<file path="src/rtl/z_result_buffer.sv">
// z_result_buffer: in-order result FIFO between the ALU and the bus-side
// consumer. It holds {ZHigh, ZLow} pairs, and the oldest entry is shown on ZLow/ZHigh.
// Ports:
//   clock, clear (async active-low), flush (sync discard)
//   in_valid/in_ready/in_lo/in_hi : producer side (ALU)
//   out_valid/out_ready/ZLow/ZHigh : consumer side (bus)
//   count : number of stored entries, 0..DEPTH
module z_result_buffer #(
  parameter int DATA_WIDTH = 32,
  parameter int DEPTH      = 2
) (
  input  logic                       clock,
  input  logic                       clear,
  input  logic                       flush,
  input  logic                       in_valid,
  output logic                       in_ready,
  input  logic [DATA_WIDTH-1:0]      in_lo,
  input  logic [DATA_WIDTH-1:0]      in_hi,
  output logic                       out_valid,
  input  logic                       out_ready,
  output logic [DATA_WIDTH-1:0]      ZLow,
  output logic [DATA_WIDTH-1:0]      ZHigh,
  output logic [$clog2(DEPTH):0]     count
);

  localparam int PW = $clog2(DEPTH);
  localparam int CW = PW + 1;
  localparam logic [CW-1:0] FULL = CW'(DEPTH);

  logic [DATA_WIDTH-1:0] lo_q [DEPTH];
  logic [DATA_WIDTH-1:0] hi_q [DEPTH];

  logic [PW-1:0] wr_ptr_q, wr_ptr_d;
  logic [PW-1:0] rd_ptr_q, rd_ptr_d;
  logic [CW-1:0] cnt_q, cnt_d;

  logic push;
  logic pop;
  logic we;

  // Ready depends only on occupancy, so a full buffer
  // never accepts in the same cycle that it pops.
  assign in_ready  = (cnt_q != FULL);
  assign out_valid = (cnt_q != '0);
  assign count     = cnt_q;

  assign push = in_valid & in_ready;
  assign pop  = out_valid & out_ready;

  // Data is hidden while empty. A stale slot must never
  // reach the bus.
  assign ZLow  = out_valid ? lo_q[rd_ptr_q] : '0;
  assign ZHigh = out_valid ? hi_q[rd_ptr_q] : '0;

  always_comb begin
    wr_ptr_d = wr_ptr_q;
    rd_ptr_d = rd_ptr_q;
    cnt_d    = cnt_q;
    we       = 1'b0;
    if (flush) begin
      wr_ptr_d = '0;
      rd_ptr_d = '0;
      cnt_d    = '0;
    end else begin
      we = push;
      if (push) wr_ptr_d = wr_ptr_q + PW'(1);
      if (pop)  rd_ptr_d = rd_ptr_q + PW'(1);
      unique case ({push, pop})
        2'b10:   cnt_d = cnt_q + CW'(1);
        2'b01:   cnt_d = cnt_q - CW'(1);
        default: cnt_d = cnt_q;
      endcase
    end
  end

  always_ff @(posedge clock or negedge clear) begin
    if (!clear) begin
      wr_ptr_q <= '0;
      rd_ptr_q <= '0;
      cnt_q    <= '0;
    end else begin
      wr_ptr_q <= wr_ptr_d;
      rd_ptr_q <= rd_ptr_d;
      cnt_q    <= cnt_d;
    end
  end

  always_ff @(posedge clock or negedge clear) begin
    if (!clear) begin
      for (int i = 0; i < DEPTH; i++) begin
        lo_q[i] <= '0;
        hi_q[i] <= '0;
      end
    end else if (we) begin
      lo_q[wr_ptr_q] <= in_lo;
      hi_q[wr_ptr_q] <= in_hi;
    end
  end

endmodule
</file>
<file path="config.mk">
export PLATFORM = sky130hd
export DESIGN_NAME = z_result_buffer
export DESIGN_NICKNAME = d
export VERILOG_FILES = /design/src/rtl/z_result_buffer.sv
export SDC_FILE = /design/constraint.sdc
export NUM_CORES = 1
export LEC_CHECK = 0
export CORE_MARGIN = 10
export CORE_UTILIZATION = 25
export CTS_BUF_LIST = sky130_fd_sc_hd__clkbuf_8
export DETAILED_ROUTE_END_ITERATION = 8
export PLACE_DENSITY = 0.45
export SLEW_MARGIN = 15
export SYNTH_ARGS = -nofsm -noshare
export SYNTH_HDL_FRONTEND = slang
export SYNTH_SLANG_ARGS = --single-unit
</file>
<file path="constraint.sdc">
create_clock -name clock -period 2.1 [get_ports clock]
set_input_delay 0.42 -clock clock [delete_from_list [all_inputs] [get_ports clock]]
set_output_delay 0.42 -clock clock [all_outputs]
set_load 0.005 [all_outputs]
</file>
==> impl_metrics.yaml <==
yosys:
  synth_commonest_cells: "132 x dfrtp_1, 87 x mux2_2, 66 x nor2_1, 65 x mux2i_1, 40 x mux2_4"
  ys_top_cells_by_area: "dfrtp_1 54%, mux2_2 16%, mux2i_1 11%"
  synth_seq_area_share: 0.5427
  synthMuxAreaShare: 0.3683
  synthArstFlopShare: 1.000
  yosysUniqueCellTypes: 23
  synth_fp_nets: 506
  synth-seq-cells: 132
  postSynthCellCount: 437
  synth_xor_area_frac: 0.001439
  synth_edf_count: 0
  synth_fa_ha_area_frac: 0
  synth_top_area_cell: "dfrtp_1"
  synth_compound_area_frac: 0.007400
  netlist_area_um2: 6087
  yosys.area.top_type_share: 0.5427
  synth_most_common_cell: "dfrtp_1"
  synth_warnings: 0
  yosys.area_share.simple: 0.05180
  synth_top_family_by_area: "multiplexers"
  synthFlopType: "dfrtp_1"
  syn_area_per_cell_um2: 13.93
clock_network:
  cts_tree: "built"
  cts_root_buf: "clkbuf_8"
  cts.path.max_buffers: 2
  cts.htree.levels: 4
  clock_latency_ps: 430
  numCtsBuffers: 17
  clkSlewWorstSetupHoldPaths_ps: 70
  clock_sinks: 132
timing:
  finalMaxSlewViolations: 0
  setup_ws_ps: -9.942
  finalCriticalPeriod_ps: 2110
  slew_headroom: 0.6253
  min_period_over_period: 1.005
  worst-slew-pin-transition_ps: 562.0
  setup_viol: 1
  final.setup.tns_ps: -9.942
  final-hold-violation-count: 0
  rsz0062_at_grt: "true"
  fin_skew_ps: 11.85
  fmax_ghz: 0.4739
worst_setup_path:
  worstPathArrival_ps: 1690
  cp-start-kind: "flop"
  path_max_fanout: 4
  end_kind: "output pin"
  rr_endpoint: "lo_q[34]$_DFFE_PN0P_"
  crit_chain: "buf_12 > buf_4 > mux2i_1 > nor2_1 > clkdlybuf4s15_1"
  critPathBufInv: 3
  ff2ff_path_depth: 6
  critical_path_required_ps: 1680
  critPathKind: "reg2out"
  cpLargestDelayFamily: "buffers and inverters"
  rr_startpoint: "count[1]$_DFFE_PN0P_"
  cpPeakStageDelay_ps: 510
  cp_slowest_cell: "dfrtp_4"
  r2r_slack_ps: 270
power_and_ir_drop:
  leakage_nw: 3.859
  powerDensity_nw_per_um2: 901.0
  p_comb_frac: 0.258
  power.share.sequential: 0.441
  ir_worst_vdd_mv: 0.3321
  power_mw: 7.907
  pwr-share-clk: 0.301
  swShare: 0.2724
  power.internal_mw: 5.753
  p_switching_mw: 2.154
routing:
  wl_per_cell_um: 18.06
  vias_per_cell: 4.267
  via_count: 4096
  drt_iter0_markers: 129
  drc: 0
  wirelength_um: 17340
  drt_pass1_iterations: 4
  ant_nets: 0
floorplanning:
  initial_core_util: 0.2525
  io_pins: 137
  die_w_um: 176.0
  dieArea_um2: 30990
  fp.dieH_um: 176.0
  core_area_um2: 24110
  num_rows: 57
cells_and_area:
  synthToLayoutAreaGrowth_pct: 44.17
  multiInputGateArea_um2: 2671
  n_antenna_cell: 0
  nFillCells: 2439
  regArea_um2: 3309
  nNetsFinal: 692
  layout-drive-gt1-share: 0.4670
place:
  port_buffers: 136
  gp_congestion: 0.7151
  place_hpwl_um: 11060
grt:
  antenna_found_initial: 0
  grt_use_total: 0.1125
  first_global_vias: 4610
  grt_max_degree: 57
  grt_pass1_wl_um: 27190
  grt_overflow: 0
hold_path:
  hold_class: "reg2reg"
  hp-start: "lo_q[48]$_DFFE_PN0P_"
  holdPathStages: 1
  hold_end: "lo_q[48]$_DFFE_PN0P_"
outcome:
  outcome: "finished, violations left"
  failed_checks: "setup timing"
flow_run:
  drv_cap: 0
[worst reg2reg max path, delay by kind of cell, from the launching register on]
family,cells,cell delay [ps]
flops,1,440
mux,1,320
simple gates,2,380
buf+inv,3,590
[per-layer routing]
metal  track usage  share of wire  vias up
li1              -              -     1903
met1        0.1455           0.48     2098
met2        0.1793           0.47       88
met3       0.03481          0.043        7
met4       0.02755         0.0055        0
met5             0              0        -
[cells in the final DEF, fill, tap and decap left out, types with 3 or more instances in the layout]
master	instances
a21oi_1	4
buf_12	17
buf_16	8
buf_2	46
buf_4	24
buf_6	5
bufinv_16	4
clkbuf_16	3
clkbuf_2	16
clkbuf_8	17
clkdlybuf4s50_1	69
clkinv_4	3
clkinvlp_4	3
dfrtp_1	129
inv_1	3
inv_6	3
mux2_2	87
mux2_4	40
mux2i_1	59
mux2i_2	4
nor2_1	62
[worst max-delay path by stage]
stage | start | to | slack (ps) | cells after the start
finish | rd_ptr_q$_DFFE_PN0P_ | ZHigh[24] | -10 | 5
global route | rd_ptr_q$_DFFE_PN0P_ | ZHigh[24] | -110 | 5
CTS | rd_ptr_q$_DFFE_PN0P_ | ZHigh[6] | -120 | 5
detailed placement | in_valid | lo_q[34]$_DFFE_PN0P_ | -110 | 6
global placement | in_valid | lo_q[34]$_DFFE_PN0P_ | -70 | 6
floorplan | count[0]$_DFFE_PN0P_ | hi_q[34]$_DFFE_PN0P_ | 270 | 4
[stage by stage]
stage               instances  hold slack (ps)  instance area [um^2]  setup WS, ps  utilization
global placement          897            425.3                  8033        -69.72       0.3332
finish                    960            493.7                  8776        -9.942       0.3641
CTS                       952            500.2                  8770        -119.0       0.3638
detailed placement        897            433.0                  8033        -110.5       0.3332
global route              960            518.3                  8776        -110.1       0.3641
floorplan                 437            124.4                  6087         274.8            -
[layout make-up]
type	instances	area share
Tap cell	324	0.04619
Inverter	3	0.001283
Sequential cell	132	0.3771
Multi-Input combinational cell	275	0.3044
Clock buffer	17	0.02666
Clock inverter	15	0.02324
Timing Repair Buffer	194	0.2211
[cell families after synthesis]
logic type      count (synthesis)
compound gates                  8
xor+xnor                        1
buf+inv                        30
flops                         132
mux                           193
simple gates                   73
[state kept, by name, indices dropped and copies added (netlist names)]
name / flops
hi_q: 64
count: 2
rd_ptr_q: 1
wr_ptr_q: 1
lo_q: 64
[power groups by stage]
stage               Sequential [mW]  Combinational (mW)  Clock (mW)
floorplan                      3.43                1.14           0
global placement               3.50                1.89           0
detailed placement             3.53                1.93           0
CTS                            3.47                2.04        2.48
global route                   3.57                2.23        2.59
finish                         3.49                2.04        2.38
[what timing repair did]
| item | CTS | global route |
|---|---|---|
| setup buffers | 14 | 6 |
| cloned | 8 | 3 |
| resized for setup | 183 | 98 |
| setup endpoints to repair | 66 | 57 |
| hold buffers | 1 | 0 |
| pin swaps | 18 | 29 |
| hold endpoints to repair | 51 | 0 |
Power figures use the tool's default switching activity.
